### src/rtl/down_counter_sequencer_pkg.sv
// Shared state encodings and default parameters for the down-counter sequencer.
// The auto-reload option (DOWN_CNT_AUTORELOAD_EN) is selected in the top module.
package down_counter_sequencer_pkg;

    typedef enum logic [1:0] {
        ST_IDLE = 2'd0,
        ST_RUN  = 2'd1,
        ST_DONE = 2'd2
    } state_t;

    localparam int DEFAULT_WIDTH    = 4;
    localparam int DEFAULT_PRESCALE = 1;

endpackage

### src/rtl/down_counter_sequencer_core.sv
// Synchronous WIDTH-bit down-counter datapath driven by the sequencer.
// Clr and Load take priority over Dec; Dec saturates at zero.
module down_counter_core
    import down_counter_sequencer_pkg::*;
#(
    parameter int WIDTH = DEFAULT_WIDTH
) (
    input  logic             Clk,
    input  logic             Clr,
    input  logic             Load,
    input  logic [WIDTH-1:0] LoadVal,
    input  logic             Dec,
    output logic [WIDTH-1:0] Count
);

    always_ff @(posedge Clk) begin
        if (Clr) begin
            Count <= '0;
        end else if (Load) begin
            Count <= LoadVal;
        end else if (Dec && (Count != '0)) begin
            Count <= Count - WIDTH'(1);
        end
    end

endmodule

### src/rtl/down_counter_sequencer.sv
// One-shot down-counter timer controller: IDLE -> RUN -> DONE -> IDLE.
// Define DOWN_CNT_AUTORELOAD_EN to let DONE restart from the captured load value.
module down_counter_sequencer
    import down_counter_sequencer_pkg::*;
#(
    parameter int WIDTH    = DEFAULT_WIDTH,
    parameter int PRESCALE = DEFAULT_PRESCALE
) (
    input  logic             Clk,
    input  logic             Clr,
    input  logic             Start,
    input  logic             Stop,
    input  logic [WIDTH-1:0] LoadVal,
    input  logic             Reload,
    output logic [WIDTH-1:0] Count,
    output logic             Busy,
    output logic             Done,
    output logic [1:0]       State
);

    localparam int PW = (PRESCALE > 1) ? $clog2(PRESCALE) : 1;

    state_t           stateReg;
    logic [PW-1:0]    preCnt;
    logic [WIDTH-1:0] loadReg;
    logic             busyReg;
    logic             doneReg;
    logic             tick;
    logic             coreLoad;
    logic             coreDec;
    logic [WIDTH-1:0] coreLoadVal;

    assign tick = (preCnt == PW'(PRESCALE - 1));

    // Datapath strobes decoded from the present state so Count moves on the same edge as the FSM.
    always_comb begin
        coreLoad    = 1'b0;
        coreDec     = 1'b0;
        coreLoadVal = LoadVal;
        if (!Clr && !Stop) begin
            case (stateReg)
                ST_IDLE: coreLoad = Start;
                ST_RUN:  coreDec  = tick;
`ifdef DOWN_CNT_AUTORELOAD_EN
                ST_DONE: begin
                    coreLoad    = Reload;
                    coreLoadVal = loadReg;
                end
`endif
                default: ;
            endcase
        end
    end

    down_counter_core #(
        .WIDTH(WIDTH)
    ) u_core (
        .Clk    (Clk),
        .Clr    (Clr),
        .Load   (coreLoad),
        .LoadVal(coreLoadVal),
        .Dec    (coreDec),
        .Count  (Count)
    );

    // Busy/Done are registered alongside the state so they always reflect the state just entered.
    always_ff @(posedge Clk) begin
        if (Clr) begin
            stateReg <= ST_IDLE;
            preCnt   <= '0;
            loadReg  <= '0;
            busyReg  <= 1'b0;
            doneReg  <= 1'b0;
        end else begin
            busyReg <= 1'b0;
            doneReg <= 1'b0;
            if (Stop) begin
                stateReg <= ST_IDLE;
                preCnt   <= '0;
            end else begin
                case (stateReg)
                    ST_IDLE: begin
                        if (Start) begin
                            loadReg <= LoadVal;
                            preCnt  <= '0;
                            if (LoadVal != '0) begin
                                stateReg <= ST_RUN;
                                busyReg  <= 1'b1;
                            end else begin
                                stateReg <= ST_DONE;
                                doneReg  <= 1'b1;
                            end
                        end
                    end
                    ST_RUN: begin
                        if (tick) begin
                            preCnt <= '0;
                            if (Count == WIDTH'(1)) begin
                                stateReg <= ST_DONE;
                                doneReg  <= 1'b1;
                            end else begin
                                busyReg <= 1'b1;
                            end
                        end else begin
                            preCnt  <= preCnt + PW'(1);
                            busyReg <= 1'b1;
                        end
                    end
                    ST_DONE: begin
                        stateReg <= ST_IDLE;
`ifdef DOWN_CNT_AUTORELOAD_EN
                        if (Reload) begin
                            preCnt <= '0;
                            if (loadReg != '0) begin
                                stateReg <= ST_RUN;
                                busyReg  <= 1'b1;
                            end else begin
                                stateReg <= ST_DONE;
                                doneReg  <= 1'b1;
                            end
                        end
`endif
                    end
                    default: stateReg <= ST_IDLE;
                endcase
            end
        end
    end

`ifndef DOWN_CNT_AUTORELOAD_EN
    logic unusedReload;
    assign unusedReload = ^{Reload, loadReg};
`endif

    assign Busy  = busyReg;
    assign Done  = doneReg;
    assign State = stateReg;

endmodule

### config.mk
export PLATFORM = sky130hd
export DESIGN_NAME = down_counter_sequencer
export DESIGN_NICKNAME = d
export VERILOG_FILES = /design/src/rtl/down_counter_sequencer_pkg.sv /design/src/rtl/down_counter_sequencer_core.sv /design/src/rtl/down_counter_sequencer.sv
export SDC_FILE = /design/constraint.sdc
export NUM_CORES = 1
export LEC_CHECK = 0
export ABC_CLOCK_PERIOD_IN_PS = 2200
export BUFFER_PORTS_ARGS = -buffer_cell sky130_fd_sc_hd__buf_2
export CAP_MARGIN = 20
export CORE_AREA = 4 4 41 43
export CTS_BUF_LIST = sky130_fd_sc_hd__clkbuf_2
export CTS_CLUSTER_DIAMETER = 80
export CTS_CLUSTER_SIZE = 8
export DETAILED_ROUTE_END_ITERATION = 8
export DIE_AREA = 0 0 45 47
export HOLD_SLACK_MARGIN = 0.03
export PLACE_DENSITY = 0.54
export SKIP_CTS_REPAIR_TIMING = 1
export SLEW_MARGIN = 20
export SYNTH_ARGS = -nofsm -noshare
export SYNTH_HDL_FRONTEND = slang
export SYNTH_SLANG_ARGS = --single-unit
### constraint.sdc
create_clock -name Clk -period 2.2 [get_ports Clk]
set_input_delay 0.33 -clock Clk [delete_from_list [all_inputs] [get_ports Clk]]
set_output_delay 0.33 -clock Clk [all_outputs]
set_load 0.01 [all_outputs]
==> out/results.txt <==
max_cap viols -> 0
CTS Buf Count -> 3
first-pass GRT wire length -> 1560 µm
mux cell area share after synthesis -> 0.0517
vias in the first global route -> 367
setup slack, reg-to-reg -> 0.42 ns
commonest non-fill, non-tap cell in the layout -> buf_2
Final period util -> 0.811
Psw -> 0.0905 mW
reg2reg path depth -> 4
dpl hpwl -> 729 µm
Iteration-0 DRC Markers -> 5
Fmax -> 561 MHz
Slew HR -> 0.737
synthesis-to-finish area growth -> 24.7%
FF-to-FF Start -> State[1]$_SDFFE_PN0P_
Crit. End Element -> flip-flop
Synth cell types -> 22
Slew Limit Fails -> 0
GRT Residual Overflow -> 0
initial antenna violation count -> 0
GP Congestion -> 0.705
reg2reg end -> u_core.Count[2]$_SDFFE_PP0P_
Setup violations, final -> 0
Placed Cells -> 75
mean routed wirelength per cell -> 12.0 µm
nets -> 77
worst hold-check path type -> in2reg
Design Area, Final -> 543 µm²
IO Pins -> 17
CTS tree -> done
Comb pwr share -> 0.193
DP Area -> 528 µm²
PortBufs -> 15
Critical Path Start Type -> flip-flop
Peak VDD IR -> 0.230 mV
outcome -> finished clean
smallest setup slack after layout -> 0.416 ns
syn_nets -> 57
internal power -> 0.216 mW
Die ar. -> 0.00212 mm²
xor and xnor area share after synthesis -> 0
Synth Area in Compound Gates -> 0.241
vias per cell -> 5.03
Mapped Cells -> 45
fin crit period -> 1.78 ns
chip width -> 45 µm
critical path class -> reg2reg
post-route insts no fill -> 78
layout cells sized above 1 -> 0.397
number of cell rows -> 13
synthesis warning total -> 0
Yosys reg bits -> 8
DR vias -> 392
Worst Hold Launch -> LoadVal[3]
Longest Clk Path Bufs -> 2
drt first pass iters -> 4
ANT cells -> 0
hold path endpoint -> u_core.Count[3]$_SDFFE_PP0P_
actual slew at the worst max-slew pin -> 0.390 ns
post-placement setup slack -> 0.264 ns
core region area -> 0.00130 mm²
sequential area share after synthesis -> 0.368
power share of the clock group -> 0.287
Power Total -> 0.306 mW
root buf cell -> clkbuf_2
total routed wirelength -> 934 µm
worst path required time -> 2.35 ns
largest family of logic cells by synthesized area -> compound AO/OA/AOI/OAI gates
switching share of power -> 0.296
Synth Area in Simple Gates -> 0.164
average cell area after synthesis -> 9.68 µm²
P per Cell Area -> 564 mW/mm²
unrepaired setup endpoints after global routing -> no
H-tree lvl count -> 1
initial core utilization -> 0.335
chip height -> 47 µm
hold path depth -> 3
clk_lat worst skew -> 0.24 ns
post-synthesis adder-cell area fraction -> 0.0862
antenna-violating nets left -> 0
largest net degree at the start of global routing -> 9
Worst Path Max Fanout -> 6
leak pwr -> 0.239 nW
Fin Clk Skew -> 0.00500 ns
setup TNS -> 0 ns
# DRC -> 0
most frequent cells in the layout -> buf_2, dfxtp_1, inv_1
Final Hold Fails -> 0
Post-Syn Area -> 435 µm²
Sink Count -> 8
gr usage total -> 0.105
sequential power share -> 0.520
Reg clk slew, reported paths -> 0.07 ns
WP data arrival -> 1.93 ns
registers in the layout, summed over array words and instances, names as in the netlist:
name,flops
State,2
u_core.Count,4
Busy,1
Done,1
cell families after synthesis:
group	count (synthesis)
AOI/OAI and AO/OA	11
adders and majority gates	3
buffers and inverters	8
DFF	8
muxes	2
and+or+nand+nor	13
worst max path at each step:
stage,to,start
after CTS,u_core.Count[2]$_SDFFE_PP0P_,State[1]$_SDFFE_PN0P_
after detailed placement,u_core.Count[2]$_SDFFE_PP0P_,Clr
after global routing,u_core.Count[2]$_SDFFE_PP0P_,State[1]$_SDFFE_PN0P_
after global placement,u_core.Count[3]$_SDFFE_PP0P_,Clr
after floorplan,u_core.Count[3]$_SDFFE_PP0P_,State[1]$_SDFFE_PN0P_
final,u_core.Count[2]$_SDFFE_PP0P_,State[1]$_SDFFE_PN0P_
power by group through the flow:
stage	clock network [mW]	registers, mW	logic [mW]
detailed placement	0	0.163	0.0593
floorplan	0	0.165	0.0367
global route	0.100	0.161	0.0676
finish	0.0880	0.159	0.0590
CTS	0.0918	0.159	0.0596
global placement	0	0.162	0.0591
per-layer routing:
layer	track usage	share of wire
met5	0	0
met3	0.0230	0.096
met4	0.0877	0.036
met2	0.167	0.41
met1	0.120	0.46
worst max-delay path: stages (launching register included):
cell and delay (ns):
dfxtp_1 0.31, or3_1 0.48, a211oi_4 0.36, mux2_1 0.35, o31ai_1 0.19
final cells by class:
type	instances	area, µm²
sequential	8	160
inverter	6	22.5
multi-input combinational	29	236
timing repair buffer	17	90.1
tap	15	18.8
clock buffer	3	15.0
fill	147	758
cell usage after synthesis, drive strengths merged:
cell type / count / area, µm²
inv: 6 / 22.5
nor4: 1 / 6.26
nand2: 2 / 7.51
a211oi: 1 / 20.0
o31a: 1 / 10.0
a21oi: 2 / 10.0
ha: 3 / 37.5
mux2: 2 / 22.5
or3: 1 / 6.26
o31ai: 2 / 15.0
nand2b: 1 / 6.26
a2111oi: 1 / 15.0
a32oi: 3 / 26.3
buf: 2 / 16.3
nor2b: 3 / 18.8
a221oi: 1 / 8.76
dfxtp: 8 / 160
nor2: 3 / 11.3
nor3: 2 / 15.0
through the flow:
step / util / hold WS, ns
after global routing: 0.417 / 0.316
after CTS: 0.417 / 0.311
after floorplan: - / 0.399
final: 0.417 / 0.314
after detailed placement: 0.406 / 0.508
after global placement: 0.406 / 0.497
Power figures use the tool's default switching activity.
